[src/rtl/dmw_seq_pkg.sv]
// Shared types and constants for the data-mover layer sequencer.
// Latency: n/a (definitions only).
// Backpressure: n/a (definitions only).
package dmw_seq_pkg;

    typedef enum logic [2:0] {
        ST_IDLE = 3'd0,
        ST_CFG0 = 3'd1,
        ST_CFG1 = 3'd2,
        ST_CFG2 = 3'd3,
        ST_RUN  = 3'd4,
        ST_DONE = 3'd5,
        ST_ERR  = 3'd6
    } seq_state_t;

    localparam logic [2:0] ERR_NONE     = 3'd0;
    localparam logic [2:0] ERR_BAD_DESC = 3'd1;
    localparam logic [2:0] ERR_STS      = 3'd2;
    localparam logic [2:0] ERR_TIMEOUT  = 3'd3;
    localparam logic [2:0] ERR_STRAY    = 3'd4;

    // S2MM status byte: bit7 = OKAY, bits 6:4 = SLVERR/DECERR/INTERR
    localparam int STS_OKAY_BIT = 7;
    localparam int STS_ERR_HI   = 6;
    localparam int STS_ERR_LO   = 4;

    localparam logic [3:0] DMW_ST_CONFIG = 4'b0000;

    // Descriptor as it arrives on the 96-bit bus: {word2, word1, word0}
    typedef struct packed {
        logic [31:0] word2;
        logic [31:0] word1;
        logic [31:0] word0;
    } desc_t;

    // Effective row count: halved when the mover subsamples rows
    function automatic logic [11:0] calc_h_eff(input logic sw, input logic [11:0] img_h);
        return sw ? {1'b0, img_h[11:1]} : img_h;
    endfunction

endpackage

[src/rtl/dmw_seq_watchdog.sv]
// Loadable down-counter flagging TIMEOUT_CYC enabled cycles without a kick.
// Latency: expired is combinational on the last counted cycle.
// Backpressure: none; a kick in the same cycle masks expiry.
module dmw_seq_watchdog #(
    parameter int TIMEOUT_CYC = 1048576
) (
    input  logic clk,
    input  logic rst_n,
    input  logic kick,
    input  logic en,
    output logic expired
);

    localparam int CW = $clog2(TIMEOUT_CYC + 1);
    localparam logic [CW-1:0] LOAD = CW'(TIMEOUT_CYC);

    logic [CW-1:0] cnt_q;

    // Reload on kick, otherwise count down while enabled and stop at zero
    always_ff @(posedge clk or negedge rst_n) begin
        if (!rst_n) begin
            cnt_q <= LOAD;
        end else if (kick) begin
            cnt_q <= LOAD;
        end else if (en && (cnt_q != '0)) begin
            cnt_q <= cnt_q - CW'(1);
        end
    end

    assign expired = en && !kick && (cnt_q == CW'(1));

endmodule

[src/rtl/dmw_layer_sequencer.sv]
// Replays one layer descriptor as three mover config words, then counts S2MM completions.
// Latency: config word 0 one cycle after descriptor accept; done one cycle after final status.
// Backpressure: config words held stable until accepted; descriptor only accepted in IDLE.
module dmw_layer_sequencer
    import dmw_seq_pkg::*;
#(
    parameter int TIMEOUT_CYC = 1048576,
    parameter int CNT_W       = 20
) (
    input  logic             clk,
    input  logic             rst_n,
    input  logic [95:0]      s_axis_desc_tdata,
    input  logic             s_axis_desc_tvalid,
    output logic             s_axis_desc_tready,
    output logic [31:0]      m_axis_dmwconfig_tdata,
    output logic             m_axis_dmwconfig_tvalid,
    input  logic             m_axis_dmwconfig_tready,
    input  logic [7:0]       snoop_sts_tdata,
    input  logic             snoop_sts_tvalid,
    input  logic             snoop_sts_tready,
    input  logic [3:0]       dmw_status,
    input  logic             soft_clear,
    output logic             layer_busy,
    output logic             layer_done,
    output logic             layer_err,
    output logic [2:0]       err_code,
    output logic [CNT_W-1:0] sts_count
);

    seq_state_t       state_q, state_d;
    desc_t            desc_in, desc_q;
    logic [CNT_W-1:0] sts_count_q, count_inc, exp_cnt;
    logic [19:0]      exp_prod;
    logic [2:0]       err_code_q, err_code_d, new_code;
    logic             layer_err_q, layer_err_d, new_err;
    logic             out_en_q, cfg0_armed_q;
    logic             desc_hs, cfg_hs, sts_hs, desc_ok, sts_bad, last_sts;
    logic             wd_en, wd_kick, wd_expired;
    logic             unused_sts_low;

    assign desc_in = s_axis_desc_tdata;
    assign desc_hs = s_axis_desc_tvalid && s_axis_desc_tready;
    assign cfg_hs  = m_axis_dmwconfig_tvalid && m_axis_dmwconfig_tready;
    assign sts_hs  = snoop_sts_tvalid && snoop_sts_tready;

    // A layer needs rows, tiles, width and at least 8 output channels per tile
    assign desc_ok = (calc_h_eff(desc_in.word0[28], desc_in.word1[23:12]) != 12'd0)
                  && (desc_in.word1[31:24] != 8'd0)
                  && (desc_in.word1[11:0]  != 12'd0)
                  && (desc_in.word0[27:15] != 13'd0);

    assign exp_prod  = 20'(calc_h_eff(desc_q.word0[28], desc_q.word1[23:12])) * 20'(desc_q.word1[31:24]);
    assign exp_cnt   = CNT_W'(exp_prod);
    assign count_inc = (sts_count_q == '1) ? sts_count_q : sts_count_q + CNT_W'(1);
    assign sts_bad   = !snoop_sts_tdata[STS_OKAY_BIT] || (snoop_sts_tdata[STS_ERR_HI:STS_ERR_LO] != 3'd0);
    assign last_sts  = (state_q == ST_RUN) && sts_hs && (count_inc == exp_cnt);
    assign unused_sts_low = ^snoop_sts_tdata[3:0];

    // Watchdog only runs while a layer is in flight; any handshake is progress
    assign wd_en   = state_q inside {ST_CFG0, ST_CFG1, ST_CFG2, ST_RUN};
    assign wd_kick = cfg_hs || sts_hs || !wd_en;

    dmw_seq_watchdog #(.TIMEOUT_CYC(TIMEOUT_CYC)) u_watchdog (
        .clk     (clk),
        .rst_n   (rst_n),
        .kick    (wd_kick),
        .en      (wd_en),
        .expired (wd_expired)
    );

    // Next state, handshake outputs and error events for this cycle
    always_comb begin
        state_d                 = state_q;
        s_axis_desc_tready      = 1'b0;
        m_axis_dmwconfig_tvalid = 1'b0;
        m_axis_dmwconfig_tdata  = desc_q.word0;
        new_err                 = 1'b0;
        new_code                = ERR_NONE;
        case (state_q)
            ST_IDLE: begin
                s_axis_desc_tready = out_en_q;
                if (sts_hs) begin
                    new_err  = 1'b1;
                    new_code = ERR_STRAY;
                end
                if (desc_hs) begin
                    if (desc_ok) begin
                        state_d = ST_CFG0;
                    end else begin
                        new_err  = 1'b1;
                        new_code = ERR_BAD_DESC;
                    end
                end
            end
            ST_CFG0: begin
                // Once offered, word0 stays valid even if the mover leaves CONFIG
                m_axis_dmwconfig_tvalid = (dmw_status == DMW_ST_CONFIG) || cfg0_armed_q;
                if (cfg_hs) state_d = ST_CFG1;
            end
            ST_CFG1: begin
                m_axis_dmwconfig_tdata  = desc_q.word1;
                m_axis_dmwconfig_tvalid = 1'b1;
                if (cfg_hs) state_d = ST_CFG2;
            end
            ST_CFG2: begin
                m_axis_dmwconfig_tdata  = desc_q.word2;
                m_axis_dmwconfig_tvalid = 1'b1;
                if (cfg_hs) state_d = ST_RUN;
            end
            ST_RUN: begin
                if (sts_hs && sts_bad) begin
                    new_err  = 1'b1;
                    new_code = ERR_STS;
                end
                if (last_sts) state_d = ST_DONE;
            end
            ST_DONE: begin
                state_d = ST_IDLE;
                if (sts_hs) begin
                    new_err  = 1'b1;
                    new_code = ERR_STRAY;
                end
            end
            ST_ERR: begin
                if (soft_clear) state_d = ST_IDLE;
            end
            default: state_d = ST_IDLE;
        endcase
        if (wd_expired) begin
            state_d  = ST_ERR;
            new_err  = 1'b1;
            new_code = ERR_TIMEOUT;
        end
    end

    // First error wins until soft_clear; an error in the clearing cycle still lands
    always_comb begin
        err_code_d  = soft_clear ? ERR_NONE : err_code_q;
        layer_err_d = soft_clear ? 1'b0 : layer_err_q;
        if (new_err) begin
            layer_err_d = 1'b1;
            if (err_code_d == ERR_NONE) err_code_d = new_code;
        end
    end

    // State, descriptor latch, completion counter and sticky flags
    always_ff @(posedge clk or negedge rst_n) begin
        if (!rst_n) begin
            state_q      <= ST_IDLE;
            desc_q       <= '0;
            sts_count_q  <= '0;
            err_code_q   <= ERR_NONE;
            layer_err_q  <= 1'b0;
            out_en_q     <= 1'b0;
            cfg0_armed_q <= 1'b0;
        end else begin
            state_q      <= state_d;
            err_code_q   <= err_code_d;
            layer_err_q  <= layer_err_d;
            out_en_q     <= 1'b1;
            cfg0_armed_q <= (state_q == ST_CFG0) && m_axis_dmwconfig_tvalid && !m_axis_dmwconfig_tready;
            if ((state_q == ST_IDLE) && desc_hs && desc_ok) begin
                desc_q      <= desc_in;
                sts_count_q <= '0;
            end else if ((state_q == ST_RUN) && sts_hs) begin
                sts_count_q <= count_inc;
            end
        end
    end

    assign layer_busy = (state_q inside {ST_CFG0, ST_CFG1, ST_CFG2, ST_RUN, ST_ERR});
    assign layer_done = (state_q == ST_DONE);
    assign layer_err  = layer_err_q;
    assign err_code   = err_code_q;
    assign sts_count  = sts_count_q;

endmodule

[config.mk]
export PLATFORM = sky130hd
export DESIGN_NAME = dmw_layer_sequencer
export DESIGN_NICKNAME = d
export VERILOG_FILES = /design/src/rtl/dmw_seq_pkg.sv /design/src/rtl/dmw_seq_watchdog.sv /design/src/rtl/dmw_layer_sequencer.sv
export SDC_FILE = /design/constraint.sdc
export NUM_CORES = 1
export LEC_CHECK = 0
export CAP_MARGIN = 30
export CORE_ASPECT_RATIO = 0.6
export CORE_MARGIN = 8
export CORE_UTILIZATION = 45
export CTS_CLUSTER_DIAMETER = 50
export DETAILED_ROUTE_END_ITERATION = 6
export PLACE_DENSITY = 0.69
export SYNTH_ARGS = -nofsm -noshare
export SYNTH_HDL_FRONTEND = slang
export SYNTH_SLANG_ARGS = --single-unit
export TNS_END_PERCENT = 30
[constraint.sdc]
create_clock -name clk -period 11 [get_ports clk]
set_input_delay 1.65 -clock clk [delete_from_list [all_inputs] [get_ports clk]]
set_output_delay 1.65 -clock clk [all_outputs]
set_load 0.005 [all_outputs]
==> Word-level counts from Yosys, hierarchy flattened <==
Cells that the tools add are included.
{ "word_totals": {"regBits": 146, "inputBits": 115, "output_inout_bits": 60} }
{ "op_classes": {"n_addsub": 2, "mul": 1, "n_eq_ne": 16, "n_mux": 36, "reduce_logical": 40} }
{ "op_table": {"columns": ["op", "n"], "rows": [
  ["$pmux 32 s2", 1],
  ["$mux 20", 3],
  ["$mux 3", 15],
  ["$mux 21", 2],
  ["$mux 12", 2],
  ["$reduce_bool 12->1", 2],
  ["$eq 21x1->1 const B", 1],
  ["$ne 3x2->1 const B", 7],
  ["$reduce_bool 21->1", 1],
  ["$sub 21x1->21 const B", 1],
  ["$add 20x1->20 const B", 1],
  ["$eq 20x20->1", 1],
  ["$eq 20x20->1 const B", 1],
  ["$mul 12x8->20", 1],
  ["$pmux 3 s6", 1],
  ["$logic_and 1x1->1", 16],
  ["$reduce_bool 13->1", 1],
  ["$eq 3x3->1 const B", 3],
  ["$pmux 3 s3", 1],
  ["$mux 1", 8],
  ["$reduce_bool 8->1", 1],
  ["$reduce_and 7->1", 1],
  ["$eq 3x2->1 const B", 2],
  ["$logic_not 3->1", 2],
  ["other kinds (12)", 20]
]} }

==> Longest topological paths before layout <==
Gate-level depths: netlist of the first run.
{ "depth": {"depth_word": 12, "mapped_depth": 19} }

==> Cells and area by module <==
From an unflattened synthesis of the first run, not the netlist that was laid out.
{ "hier_totals": {"cells_unflattened": 1293, "area_unflattened_um2": 10911.7} }
{ "modules_own_cells": {"columns": ["mod", "instances", "cells_each", "area_per_inst_um2", "seq_area_each_um2"], "rows": [
  ["dmw_layer_sequencer", 1, 1167, 9641.7, 3128.0],
  ["dmw_seq_watchdog", 1, 126, 1270.0, 526.8]
]} }

==> Worst setup path after synthesis of the first run <==
No wires, ideal clock.
{ "synth_path": {"path_type": "flip-flop to flip-flop", "from": "register desc_q[28] (netlist name)", "to": "register state_q[0]", "setup_ns": 0.076, "arrival_ns": 5.141, "required_ns": 10.924, "path_slack_ns": 5.783, "stages_incl_launch_ff": 19, "cell_sequence": "dfrtp_1 > clkbuf_1 > mux2_2 > and2_1 > fa_1 > inv_1 > fa_1 > fa_1 > fa_1 > inv_1 > ha_1 > a21oi_1 > o21ai_0 > a221o_1 > a31oi_1 > xnor2_1 > nor4b_1 > nand4_1 > o21ai_1"} }
{ "synth_via": {"elab_chain_cells": 6} }
{ "synth_rtl": {"columns": ["element", "line", "source"], "rows": [
  ["start: declaration", "dmw_layer_sequencer.sv:31", "desc_t desc_in, desc_q;"],
  ["start signal: assignment", "dmw_layer_sequencer.sv:163", "desc_q <= desc_in;"],
  ["$mux 12", "dmw_seq_pkg.sv:38", "return sw ? {1'b0, img_h[11:1]} : img_h;"],
  ["$mul 12x8->20", "dmw_layer_sequencer.sv:52", "assign exp_prod = 20'(calc_h_eff(desc_q.word0[28], desc_q.word1[23:12])) * 20'(desc_q.word1[31:24]);"],
  ["$eq 20x20->1", "dmw_layer_sequencer.sv:56", "assign last_sts = (state_q == ST_RUN) && sts_hs && (count_inc == exp_cnt);"],
  ["$logic_and 1x1->1", "dmw_layer_sequencer.sv:56", null],
  ["$ne 3x2->1 (no line)", null, null],
  ["$reduce_and 7->1 (no line)", null, null],
  ["end signal: assignment", "dmw_layer_sequencer.sv:157", "state_q <= state_d;"],
  ["end: declaration", "dmw_layer_sequencer.sv:30", "seq_state_t state_q, state_d;"]
]} }
No other way between the ends.
A chain may end at the register's enable or synchronous reset.

==> Worst setup path in the final report of the first run <==
Same ends and word-level chain as after synthesis.

==> run metrics, run 1 <==
most frequent cells in the layout=clkdlybuf4s50_1, dfrtp_1, nand2_1, mux2_2, inv_1; Routed WL per cell=19.8 um; number of enable flip-flop cells after synthesis=0; Tmin final=6.18 ns; Netlist Area Pre-Place=0.0108 sq mm; CP arrival=6.54 ns; setup bufs post-CTS=0; full die area=0.0294 sq mm; Crit path required time=11.36 ns; Synth Flop Type=dfrtp_1; Final Hold Viols=0; Vias=8608; Area after DPL=0.0128 sq mm; Synthesized Nets=1299; clk sinks=146; most common cell after layout, fill and taps aside=clkdlybuf4s50_1; min-delay src=desc_q[74]$_DFFE_PN0P_; cell area after layout=0.0134 sq mm; placer congestion estimate=0.900; fin crit share=56.2%; Die H=136 um; CTS max path bufs=2; Synth Register Bits=146; DP Cell Count=1529; routing usage on met1=31.0%; Gate Count Post-Synth=1081; Post-DP HPWL=23600 um; DRT Wirelength=30900 um; initial drt markers=646; number of routed nets with antenna violations=0; total track usage=21.1%; GR peak layer=met1; RSZ-0062 raised after global routing=false; pin count of the biggest net entering global routing=95; # fillers=2116; Hold WC Path Type=reg2reg; Nets=1445; Worst Tran Pin Value=0.982 ns; clk slew on worst S/H paths=0.07 ns; port bufs=170; CTS root buf=clkbuf_16; die width=216 um; status=completed; row count=44; Max Freq=162 MHz; sum of negative setup slack=0 ns; Max transition margin=33.9%; initial core utilization=45.3%; initial antenna violation count=6; first-pass GRT wire length=48600 um; met2 Use GR=28.8%; clk_lat worst skew=0.44 ns; total CTS buffers=17; max-slew violations=0; 1st-pass router iterations=5; Setup Skew=0.0115 ns; ys async rst share=100%; core box area=0.0239 sq mm; Seq/Total Area, Yosys=33.8%; crit start category=flip-flop; Register Area=0.00366 sq mm; vias per inst=5.51; Crit Path Max Fanout=14; critical path endpoint category=flip-flop; RR Startpoint=desc_q[28]$_DFFE_PN0P_; vias in the first global route=8557; number of remaining DRC errors=0; post-cts sizing count=0; syn avg cell area=10.0 sq um; fraction of layout cells with a size suffix above 1=14.5%; CTS tree=built; hold-fix buffer count after cts=0; I/O pin count=175; YS warnings=0; Multi-input gate area=0.00667 sq mm; Layout Cells excl Fill=1563; Layout area overhead=24.0%; GRT overflow=0; max-cap violations=0; final setup fails=0; met3 Use GR=7.93%; H-Tree Depth=4; count of cell types in the netlist=76; critical path type=reg2reg; Crit. Startpoint=desc_q[28]$_DFFE_PN0P_
==> kinds of logic (layout without fill, tap and decap cells) <==
kind of cell	count (synthesis)	after routing	share of synthesized area, %
simple gates	346	346	16.6
compound gates	165	165	9.64
flops	146	146	33.8
mux	143	143	14.4
buf+inv	124	283	4.78
fa+ha+maj	103	103	16.1
xor+xnor	53	53	4.68
other cells	1	2	0.0346
==> sequential cells by signal, summed over array words and instances (netlist names) <==
signal,cells
desc_q,96
cfg0_armed_q,1
state_q,3
err_code,3
sts_count,20
u_watchdog.cnt_q,21
layer_err,1
out_en_q,1
==> layer usage <==
metal / vias to the layer above / routed length (um)
met5: - / 63
met4: 10 / 340
met3: 29 / 2750
met2: 254 / 12800
met1: 4251 / 15000
li1: 4064 / -
==> worst max-delay path, stage by stage (launching register included) <==
cell	delay, ns
dfrtp_1	0.71
mux2i_1	0.79
nor2b_1	0.13
fa_1	0.51
inv_1	0.05
fa_1	0.47
fa_1	0.52
fa_1	0.55
inv_1	0.04
ha_1	0.39
a21oi_1	0.31
o21ai_0	0.25
a221o_1	0.37
a31oi_1	0.19
xnor2_1	0.09
nor4b_1	0.43
nand4_1	0.16
o21ai_1	0.13
==> cell type report <==
cell class              instances  share of cell area, %
multi-input cells             811                   49.7
diodes                          1                 0.0186
flip-flops and latches        146                   27.2
clock inverters                15                   1.43
repair buffers                179                   13.5
inverters                      72                   2.01
well taps                     322                   3.00
clock buffers                  17                   3.17
==> Yosys cell counts (all sizes together), types with 3 or more instances <==
cell type  count  share of area, %
dfrtp        145                34
xnor2         34               2.8
nor3          20               1.0
inv           72               2.5
nor2b         14              0.81
clkbuf        33               1.3
nor4          23               1.4
and3           3              0.17
o31ai          6              0.54
nand2        107               3.7
a21oi         39               1.8
a311oi         3              0.24
ha            43               5.0
mux2i         37               3.4
buf           19               1.0
nand3         19              0.97
nand2b         6              0.35
nand4         12              0.69
a211oi         6              0.42
o41ai          4              0.32
a31o           3              0.32
mux2         106                11
o21ai         66               3.2
xor2          16               1.3
or2            4              0.23
and4           6              0.49
a21o           8              0.55
nor2          60               2.1
fa            60                11
o21a           6              0.42
o31a           3              0.25
and2          37               2.1
o21bai         3              0.21
a31oi          4              0.23
o211ai         3              0.21
or4           13               1.1
or3           14              0.84
==> metrics by stage <==
step	setup WS, ns	util [%]	hold WS [ns]
final	4.82	56.2	0.508
after global routing	4.60	56.2	0.516
after CTS	4.98	56.1	0.511
after detailed placement	5.00	53.5	0.495
after global placement	5.11	53.4	0.489
after floorplan	5.78	-	0.480
==> final timing paths <==
check                      slack [ns]  cells past startpoint                      to
hold / removal                   0.51                      1  desc_q[74]$_DFFE_PN0P_
hold reg to reg                  0.51                      1  desc_q[74]$_DFFE_PN0P_
min in group asynchronous        0.97                      1   desc_q[8]$_DFFE_PN0P_
setup / recovery                 4.82                     17  state_q[0]$_DFFE_PN0P_
setup reg to reg                 4.82                     17  state_q[0]$_DFFE_PN0P_
max in group asynchronous        8.65                      3   desc_q[0]$_DFFE_PN0P_
Power of run 1 is not shown: default switching activity piles up to over one toggle a cycle in this logic, so the estimate is an artifact.
==> inputs of run 2 (changes only) <==
==> constraint.sdc (replaced) <==
create_clock -name clk -period 5.85 [get_ports clk]
set_input_delay 0.8775 -clock clk [delete_from_list [all_inputs] [get_ports clk]]
set_output_delay 0.8775 -clock clk [all_outputs]
set_load 0.005 [all_outputs]
==> run metrics, run 2 (synthesized netlist as in run 1, its figures left out) <==
Top reg by flops=desc_q; Area after DPL=0.0128 sq mm (+0.25%); Nets=1451 (+0.42%); Max Freq=181 MHz (+12%); setup bufs post-CTS=0 (unchanged); worst path bufs/invs=2 (unchanged); total track usage=21.7% (+0.57 points); H-Tree Depth=4 (unchanged); number of remaining DRC errors=0 (unchanged); vias in the first global route=8645 (+1.0%); clk_lat worst skew=0.44 ns (about the same); crit start category=flip-flop; vias per inst=5.55 (+0.74%); most frequent cells in the layout=clkdlybuf4s50_1, dfrtp_1, nand2_1, mux2_2, inv_1; die width=216 um (unchanged); Crit path required time=6.22 ns (-5.14 ns); Post-DP HPWL=24300 um (+3.0%); clk slew on worst S/H paths=0.07 ns (about the same); GRT overflow=0 (unchanged); pin count of the biggest net entering global routing=86 (-9.5%); total CTS buffers=17 (unchanged); Crit Path Max Fanout=14 (unchanged); CP arrival=5.90 ns (-0.64 ns); Hold WC Path Type=in2async; CTS max path bufs=2 (unchanged); final setup fails=0 (unchanged); Setup Skew=0.00760 ns (-0.00392 ns); slowest CP cell=fa_1; max-cap violations=0 (unchanged); full die area=0.0294 sq mm (unchanged); CP most frequent cell=fa_1; DP Cell Count=1536 (+0.46%); Final Hold Viols=0 (unchanged); critical path endpoint category=flip-flop; CTS root buf=clkbuf_16; first-pass GRT wire length=49700 um (+2.4%); # fillers=2123 (+0.33%); row count=44 (unchanged); fin crit share=94.6% (+38 points); Routed WL per cell=20.2 um (+2.1%); cell family with most CP delay=adder cells; Worst Reg-to-Reg Cells=17 (unchanged); most common cell after layout, fill and taps aside=clkdlybuf4s50_1; core box area=0.0239 sq mm (unchanged); max incr delay on CP=0.56 ns (-0.23 ns); # diodes=0 (-1); DRT Wirelength=31600 um (+2.3%); internal reg-to-reg setup slack=0.31 ns (-4.51 ns); crit path cell chain=mux2_2 > and2_1 > fa_1 > inv_1 > fa_1 > fa_1 > fa_1 > inv_1 > ha_1 > a21oi_1 > o21ai_0 > a221o_1 > a31oi_1 > xnor2_1 > nor4b_1 > nand4_1 > o21ai_1; 1st-pass router iterations=5 (unchanged); Final Util=56.1% (-0.15 points); fraction of layout cells with a size suffix above 1=14.8% (+0.27 points); Max transition margin=28.5% (-5.4 points); CTS tree=built; Die H=136 um (unchanged); status=completed; Tmin final=5.54 ns (-0.644 ns); critical path type=reg2reg; FF-to-FF End=state_q[0]$_DFFE_PN0P_; max-slew violations=0 (unchanged); cell area after layout=0.0134 sq mm (-0.27%); RR Startpoint=desc_q[28]$_DFFE_PN0P_; RSZ-0062 raised after global routing=false; Vias=8688 (+0.93%); port bufs=170 (unchanged); placer congestion estimate=0.872 (-3.0%); initial antenna violation count=7 (+1); max FFs per register=96 (unchanged); initial drt markers=630 (-2.5%); sum of negative setup slack=0 ns (unchanged); Layout area overhead=23.7%; number of routed nets with antenna violations=0 (unchanged); clk sinks=146 (unchanged); initial core utilization=45.3% (unchanged); I/O pin count=175 (unchanged); Worst Tran Pin Value=1.07 ns (+0.0861 ns); Layout Cells excl Fill=1566 (+0.19%)
-- run 2: cell types whose count changed in the layout (fill, tap and decap cells not counted) --
| cell | before | now |
|---|---|---|
| inv_8 | 4 | 1 |
| clkinvlp_4 | 3 | 2 |
| buf_4 | 7 | 15 |
| clkinv_8 | 2 | 0 |
| clkinv_2 | 1 | 2 |
| clkinv_4 | 0 | 2 |
| inv_6 | 3 | 2 |
| diode_2 | 1 | 0 |
| buf_16 | 2 | 0 |
| dfrtp_1 | 144 | 143 |
| clkbuf_8 | 0 | 1 |
| clkbuf_1 | 0 | 1 |
| dfrtp_4 | 0 | 1 |
-- run 2: how the worst max path moves through the flow --
| stage | start | endpoint | slack, ns | depth (start not counted) |
|---|---|---|---|---|
| floorplan | desc_q[28]$_DFFE_PN0P_ | state_q[0]$_DFFE_PN0P_ | 0.63 | 18 |
| CTS | desc_q[28]$_DFFE_PN0P_ | state_q[0]$_DFFE_PN0P_ | 0.13 | 16 |
| global placement | desc_q[28]$_DFFE_PN0P_ | state_q[0]$_DFFE_PN0P_ | 0.30 | 16 |
| detailed placement | desc_q[28]$_DFFE_PN0P_ | state_q[0]$_DFFE_PN0P_ | 0.14 | 16 |
| global route | desc_q[28]$_DFFE_PN0P_ | state_q[0]$_DFFE_PN0P_ | 0.003 | 16 |
| finish | desc_q[28]$_DFFE_PN0P_ | state_q[0]$_DFFE_PN0P_ | 0.31 | 17 |
-- run 2: final cells by class --
type	count	area, sq um	share of cell area, %
Sequential cell	146	3660	27.3
Clock inverter	11	131	0.981
Timing Repair Buffer	185	1820	13.6
Clock buffer	19	443	3.31
Tap cell	322	403	3.01
Multi-Input combinational cell	811	6670	49.8
Inverter	72	270	2.02
-- run 2: metrics by stage --
stage	hold WS (ns)	setup WS, ns
floorplan	0.480	0.633
global placement	0.489	0.296
detailed placement	0.495	0.143
CTS	0.509	0.132
global route	0.522	0.00299
finish	0.482	0.314
-- run 2: routing by layer --
metal | vias up | wire, um | GRT usage, %
met2 | 285 | 13000 | 29.4
met5 | - | 84 | 0
met1 | 4277 | 15000 | 32.0
met3 | 42 | 3050 | 8.07
met4 | 14 | 493 | 4.98
li1 | 4070 | - | -
-- run 2: worst register-to-register path, cell delays in order (launching register included) --
cell,delay (ns)
dfrtp_4,0.54
mux2_2,0.38
and2_1,0.17
fa_1,0.54
inv_1,0.05
fa_1,0.46
fa_1,0.53
fa_1,0.57
inv_1,0.05
ha_1,0.38
a21oi_1,0.29
o21ai_0,0.24
a221o_1,0.37
a31oi_1,0.18
xnor2_1,0.09
nor4b_1,0.35
nand4_1,0.15
o21ai_1,0.13
-- run 2: repair_timing --
| item | CTS | global route |
|---|---|---|
| hold buffers | 0 | 0 |
| hold endpoints to repair | 0 | 0 |
| resized for setup | 0 | 2 |
| endpoints found under the setup margin | 0 | 1 |
Power of run 2 is left out for the same reason.
